[src/rtl/ysyx_041514_alu_mdu_ctrl_if.sv]
// Execute-stage request, mul/div unit handshake and buffered-result bundle for the MDU controller.
// Optional perf counter signals exist only when YSYX_041514_MDU_PERF_EN is defined.
interface ysyx_041514_alu_mdu_ctrl_if #(
  parameter int unsigned XLEN = 64
`ifdef YSYX_041514_MDU_PERF_EN
  , parameter int unsigned CNT_W = 32
`endif
);
  logic            req_valid_i;
  logic [1:0]      req_kind_i;
  logic            advance_i;
  logic            flush_i;
  logic            mul_valid_o;
  logic            mul_ready_i;
  logic [XLEN-1:0] mul_data_i;
  logic            div_valid_o;
  logic            div_ready_i;
  logic [XLEN-1:0] div_data_i;
  logic            buff_valid_o;
  logic [XLEN-1:0] buff_data_o;
  logic            stall_req_o;
  logic            busy_o;
`ifdef YSYX_041514_MDU_PERF_EN
  logic [CNT_W-1:0] perf_busy_cyc_o;
  logic [CNT_W-1:0] perf_ops_o;
`endif

  modport master (
    input  req_valid_i, req_kind_i, advance_i, flush_i,
    input  mul_ready_i, mul_data_i, div_ready_i, div_data_i,
    output mul_valid_o, div_valid_o, buff_valid_o, buff_data_o,
    output stall_req_o, busy_o
`ifdef YSYX_041514_MDU_PERF_EN
    , output perf_busy_cyc_o, perf_ops_o
`endif
  );

  modport slave (
    output req_valid_i, req_kind_i, advance_i, flush_i,
    output mul_ready_i, mul_data_i, div_ready_i, div_data_i,
    input  mul_valid_o, div_valid_o, buff_valid_o, buff_data_o,
    input  stall_req_o, busy_o
`ifdef YSYX_041514_MDU_PERF_EN
    , input perf_busy_cyc_o, perf_ops_o
`endif
  );
endinterface

[src/rtl/ysyx_041514_alu_mdu_ctrl.sv]
// Mul/div sequencing controller: issues one request, stalls the pipe, buffers the result, drains on flush.
// Define YSYX_041514_MDU_PERF_EN to add busy-cycle and completed-op counters.
module ysyx_041514_alu_mdu_ctrl #(
  parameter int unsigned XLEN = 64
`ifdef YSYX_041514_MDU_PERF_EN
  , parameter int unsigned CNT_W = 32
`endif
) (
  input logic clk,
  input logic rst,
  ysyx_041514_alu_mdu_ctrl_if.master bus
);

  typedef enum logic [1:0] {
    IDLE  = 2'd0,
    BUSY  = 2'd1,
    DONE  = 2'd2,
    DRAIN = 2'd3
  } state_t;

  state_t          state;
  logic            kind_q;        // 1 = div, 0 = mul
  logic            mul_valid_q;
  logic            div_valid_q;
  logic            buff_valid_q;
  logic [XLEN-1:0] buff_q;
  logic            req_ok;
  logic            req_div;
  logic            sel_ready;

  assign req_ok    = bus.req_valid_i & ~bus.flush_i & (bus.req_kind_i != 2'b00);
  assign req_div   = (bus.req_kind_i == 2'b10);
  // Only the unit that was issued to can complete the operation.
  assign sel_ready = kind_q ? bus.div_ready_i : bus.mul_ready_i;

  always_ff @(posedge clk or posedge rst) begin
    if (rst) begin
      state        <= IDLE;
      kind_q       <= 1'b0;
      mul_valid_q  <= 1'b0;
      div_valid_q  <= 1'b0;
      buff_valid_q <= 1'b0;
      buff_q       <= '0;
    end else begin
      case (state)
        IDLE: begin
          if (req_ok) begin
            state       <= BUSY;
            kind_q      <= req_div;
            mul_valid_q <= ~req_div;
            div_valid_q <= req_div;
          end
        end
        BUSY: begin
          if (sel_ready) begin
            mul_valid_q <= 1'b0;
            div_valid_q <= 1'b0;
            if (bus.flush_i) begin
              state <= IDLE;
            end else begin
              state        <= DONE;
              buff_valid_q <= 1'b1;
              buff_q       <= kind_q ? bus.div_data_i : bus.mul_data_i;
            end
          end else if (bus.flush_i) begin
            state <= DRAIN;
          end
        end
        DONE: begin
          if (bus.advance_i | bus.flush_i) begin
            state        <= IDLE;
            buff_valid_q <= 1'b0;
          end
        end
        DRAIN: begin
          if (sel_ready) begin
            state       <= IDLE;
            mul_valid_q <= 1'b0;
            div_valid_q <= 1'b0;
          end
        end
        default: state <= IDLE;
      endcase
    end
  end

  assign bus.mul_valid_o  = mul_valid_q;
  assign bus.div_valid_o  = div_valid_q;
  assign bus.buff_valid_o = buff_valid_q;
  assign bus.buff_data_o  = buff_q;
  assign bus.busy_o       = (state != IDLE);
  assign bus.stall_req_o  = (state == BUSY) | (((state == IDLE) | (state == DRAIN)) & req_ok);

`ifdef YSYX_041514_MDU_PERF_EN
  logic [CNT_W-1:0] busy_cyc_q;
  logic [CNT_W-1:0] ops_q;

  always_ff @(posedge clk or posedge rst) begin
    if (rst) begin
      busy_cyc_q <= '0;
      ops_q      <= '0;
    end else begin
      if ((state == BUSY) | (state == DRAIN)) busy_cyc_q <= busy_cyc_q + 1'b1;
      if ((state == BUSY) & sel_ready & ~bus.flush_i) ops_q <= ops_q + 1'b1;
    end
  end

  assign bus.perf_busy_cyc_o = busy_cyc_q;
  assign bus.perf_ops_o      = ops_q;
`endif

endmodule

[src/flat_wrapper.sv]
// flat-port wrapper written by rule: the top's interface ports become plain ports
module ysyx_041514_alu_mdu_ctrl_flat 
#(
  parameter int unsigned XLEN = 64

)
  (clk, rst, bus_req_valid_i, bus_req_kind_i, bus_advance_i, bus_flush_i, bus_mul_ready_i, bus_mul_data_i, bus_div_ready_i, bus_div_data_i, bus_mul_valid_o, bus_div_valid_o, bus_buff_valid_o, bus_buff_data_o, bus_stall_req_o, bus_busy_o);
  ysyx_041514_alu_mdu_ctrl_if #(.XLEN(XLEN)) bus_i ();
  input logic clk;
  input logic rst;
  input wire logic [$bits(bus_i.req_valid_i)-1:0] bus_req_valid_i;
  input wire logic [$bits(bus_i.req_kind_i)-1:0] bus_req_kind_i;
  input wire logic [$bits(bus_i.advance_i)-1:0] bus_advance_i;
  input wire logic [$bits(bus_i.flush_i)-1:0] bus_flush_i;
  input wire logic [$bits(bus_i.mul_ready_i)-1:0] bus_mul_ready_i;
  input wire logic [$bits(bus_i.mul_data_i)-1:0] bus_mul_data_i;
  input wire logic [$bits(bus_i.div_ready_i)-1:0] bus_div_ready_i;
  input wire logic [$bits(bus_i.div_data_i)-1:0] bus_div_data_i;
  output wire logic [$bits(bus_i.mul_valid_o)-1:0] bus_mul_valid_o;
  output wire logic [$bits(bus_i.div_valid_o)-1:0] bus_div_valid_o;
  output wire logic [$bits(bus_i.buff_valid_o)-1:0] bus_buff_valid_o;
  output wire logic [$bits(bus_i.buff_data_o)-1:0] bus_buff_data_o;
  output wire logic [$bits(bus_i.stall_req_o)-1:0] bus_stall_req_o;
  output wire logic [$bits(bus_i.busy_o)-1:0] bus_busy_o;
  assign bus_i.req_valid_i = bus_req_valid_i;
  assign bus_i.req_kind_i = bus_req_kind_i;
  assign bus_i.advance_i = bus_advance_i;
  assign bus_i.flush_i = bus_flush_i;
  assign bus_i.mul_ready_i = bus_mul_ready_i;
  assign bus_i.mul_data_i = bus_mul_data_i;
  assign bus_i.div_ready_i = bus_div_ready_i;
  assign bus_i.div_data_i = bus_div_data_i;
  assign bus_mul_valid_o = bus_i.mul_valid_o;
  assign bus_div_valid_o = bus_i.div_valid_o;
  assign bus_buff_valid_o = bus_i.buff_valid_o;
  assign bus_buff_data_o = bus_i.buff_data_o;
  assign bus_stall_req_o = bus_i.stall_req_o;
  assign bus_busy_o = bus_i.busy_o;
  ysyx_041514_alu_mdu_ctrl #(.XLEN(XLEN)) u_core (.clk(clk), .rst(rst), .bus(bus_i));
endmodule
[config.mk]
export PLATFORM = sky130hd
export DESIGN_NAME = ysyx_041514_alu_mdu_ctrl_flat
export DESIGN_NICKNAME = d
export VERILOG_FILES = /design/src/rtl/ysyx_041514_alu_mdu_ctrl_if.sv /design/src/rtl/ysyx_041514_alu_mdu_ctrl.sv /design/src/flat_wrapper.sv
export SDC_FILE = /design/constraint.sdc
export NUM_CORES = 1
export LEC_CHECK = 0
export CORE_UTILIZATION = 30
export DETAILED_ROUTE_END_ITERATION = 6
export PLACE_DENSITY = 0.65
export SLEW_MARGIN = 30
export SYNTH_ARGS = -nofsm -noshare
export SYNTH_HDL_FRONTEND = slang
export SYNTH_SLANG_ARGS = --single-unit
export TNS_END_PERCENT = 1
[constraint.sdc]
create_clock -name clk -period 6 [get_ports clk]
set_input_delay 0.9 -clock clk [delete_from_list [all_inputs] [get_ports clk]]
set_output_delay 0.9 -clock clk [all_outputs]
set_load 0.05 [all_outputs]
==> results.cfg <==
[layout]
final_util_pct = 53.6
instances_no_fill = 667
num_antenna_cells = 0
fin_nets = 665
n_fill_cell = 1006
drive_above_1_share_pct = 7.02
areaGrowthSynthToFinish_pct = 71.2

[floorplan]
fp.dieArea_um2 = 11900
num_rows = 38
core-area_um2 = 11000
boundaryPins = 206
initial_utilization_pct = 31.3
dieWidth_um = 109
fp.dieH_um = 109

[grt]
grt_pass1_wl_mm = 14.5
antenna_found_initial = 0
grtUsageTotal_pct = 15.8
grt_pass1_vias = 2980
overflow = 0
grt_start_max_net_pins = 78

[clock_tree]
cts.repair.resized = 0
postCtsSetupBuffers = 0
cts_tree = yes
cts.path.max_buffers = 2
path_clk_slew_ns = 0.06
insertion_delay_ns = 0.32
cts-buffers-inserted = 9
htreeDepth = 3
clock-sinks = 70
clockRootBuffer = clkbuf_16
hold_buffers = 0

[yosys]
syn_inst = 324
synth_top_area_cell = dfrtp_1
synth_warnings = 0
syn_area_um2 = 3450
syn_avg_cell_area_um2 = 10.6
synthArstFlopShare_pct = 100
synth_edf_count = 0
syn_nets = 466
ys_seq_elements = 70
ys.flop_type = dfrtp_1
ys_seq_area_share_pct = 50.8
synth.distinct_cells = 25
yosysTopAreaCellShare_pct = 50.8
synth_area_leaders = dfrtp_1 51%, mux2i_1 19%, a21oi_1 7.8%

[timing]
setup_viol = 0
period_share_pct = 63.5
timing.final.ws_setup_ns = 2.19
fmax_mhz = 263
finalSetupTns_ns = 0
whs_ns = 0.514
relSlewSlack_pct = 47.9
drv_slew = 0
fin_crit_ns = 3.81
worst_pin_slew_ns = 0.782
final.setup_skew_ns = 0.00795
rsz0062_at_grt = false
final_hold_viol_count = 0

[min_path]
hp-class = flop to flop

[routing]
drt-pass1-iter-count = 4
vias = 3002
wire_per_inst_um = 14.1
drtIter0Drc = 71
antenna_left = 0
wl_mm = 9.43
viasPerCell = 4.50
drc = 0

[setup_path]
cp.arrival_ns = 2.91
cpMostUsedCell = clkdlybuf4s50_1
crit_path_max_incr_delay_ns = 0.82
cp.buffers_inverters = 2
cp_max_fo = 5
cp-start-kind = primary input
critPathSlowestCell = clkdlybuf4s50_1
criticalPathCategory = primary input to primary output
reg2reg_slack_ns = 3.62
crit_chain = clkdlybuf4s50_1 > nand2b_1 > or2_2 > o21bai_1 > clkdlybuf4s50_1
critPathCaptureType = primary output
worstPathRequired_ns = 5.10
cp_top_family = buffers and inverters

[power_and_ir_drop]
ir_worst_vdd_uv = 379
powerDensity_nw_per_um2 = 594
power.leakage_nw = 2.45

[outcome]
status = completed

[place]
dpl_worst_slack_ns = 2.20
dpl.hpwl_mm = 7.14
port_buffers = 205
dp_cells = 652
gp_congestion = 0.743

[run]
cap_violations = 0
-- routing by layer --
metal / vias to the layer above / track usage [%] / share of wire [%] / routed length (um)
li1: 1517 / - / - / -
met1: 1357 / 18.5 / 40 / 3780
met2: 118 / 27.2 / 50 / 4680
met3: 10 / 4.66 / 9.2 / 870
met4: 0 / 5.71 / 1.0 / 98
met5: - / 0 / 0 / 0
-- metrics by stage --
step / cell area (um^2) / power, W
floorplan: 3450 / 0.00229
global placement: 5560 / 0.00295
detailed placement: 5600 / 0.00299
CTS: 5910 / 0.00356
global route: 5910 / 0.00371
finish: 5910 / 0.00351
-- cell usage in the layout (no fill, tap or decap), types with 5 or more instances in the layout --
cell type | netlist | final
clkdlybuf4s50_1 | 0 | 205
dfrtp_1 | 70 | 69
nor2_1 | 67 | 67
mux2i_1 | 66 | 66
a21oi_1 | 54 | 54
a21oi_2 | 14 | 14
clkbuf_16 | 0 | 9
inv_1 | 6 | 5
o21ai_0 | 5 | 5
ha_1 | 5 | 5
-- tightest hold or removal path: stages, from the launching register on --
cell and delay [ns]:
dfrtp_1 0.33, nor2_1 0.05, a21oi_2 0.09
-- flip-flops by register name, summed over array words and instances, names as in the netlist --
register                 flops
u_core.bus.buff_valid_o      1
u_core.bus.buff_data_o      64
u_core.bus.div_valid_o       1
u_core.state                 2
u_core.kind_q                1
u_core.bus.mul_valid_o       1
-- final timing paths --
kind | from | end | depth (start not counted)
worst max-delay path | bus_flush_i | bus_stall_req_o | 5
worst min-delay path | u_core.bus.buff_data_o[0] | u_core.bus.buff_data_o[0] | 2
worst max register to register | u_core.state[1] | u_core.bus.buff_valid_o | 9
worst min register to register | u_core.bus.buff_data_o[0] | u_core.bus.buff_data_o[0] | 2
max in group asynchronous | rst | u_core.kind_q | 3
min in group asynchronous | rst | u_core.bus.buff_data_o[10] | 2
-- cells in the mapped netlist (2+ instances only) --
cell / n
a21oi_1: 54
a21oi_2: 14
buf_2: 11
buf_4: 6
buf_6: 5
dfrtp_1: 70
ha_1: 5
inv_1: 6
mux2i_1: 66
nor2_1: 67
nor2b_1: 2
o21ai_0: 5
-- layout make-up --
class                   instances  area, um^2  share of cell area (%)
clock buffers                  11         233                    3.94
clock inverters                 4        72.6                    1.23
inverters                       6        22.5                   0.381
multi-input cells             226        1520                    25.7
flip-flops and latches         70        1760                    29.7
well taps                     140         175                    2.97
repair buffers                210        2130                    36.1
-- power breakdown --
part	internal (W)	total, W	switching, W
Clock	0.000361	0.000549	0.000188
Sequential	0.000708	0.000886	0.000178
Combinational	0.000775	0.00208	0.00130
-- kinds of logic (layout without fill, tap and decap cells) --
group / after synthesis / after routing / share of synthesized area, %
AO/OA/AOI/OAI: 78 / 78 / 13.3
multiplexers: 67 / 67 / 19.8
adder cells (fa/ha/maj): 5 / 5 / 1.81
flip-flops: 70 / 70 / 50.8
AND/OR/NAND/NOR: 76 / 76 / 9.14
buffers and inverters: 28 / 231 / 5.19
Power figures use the tool's default switching activity.
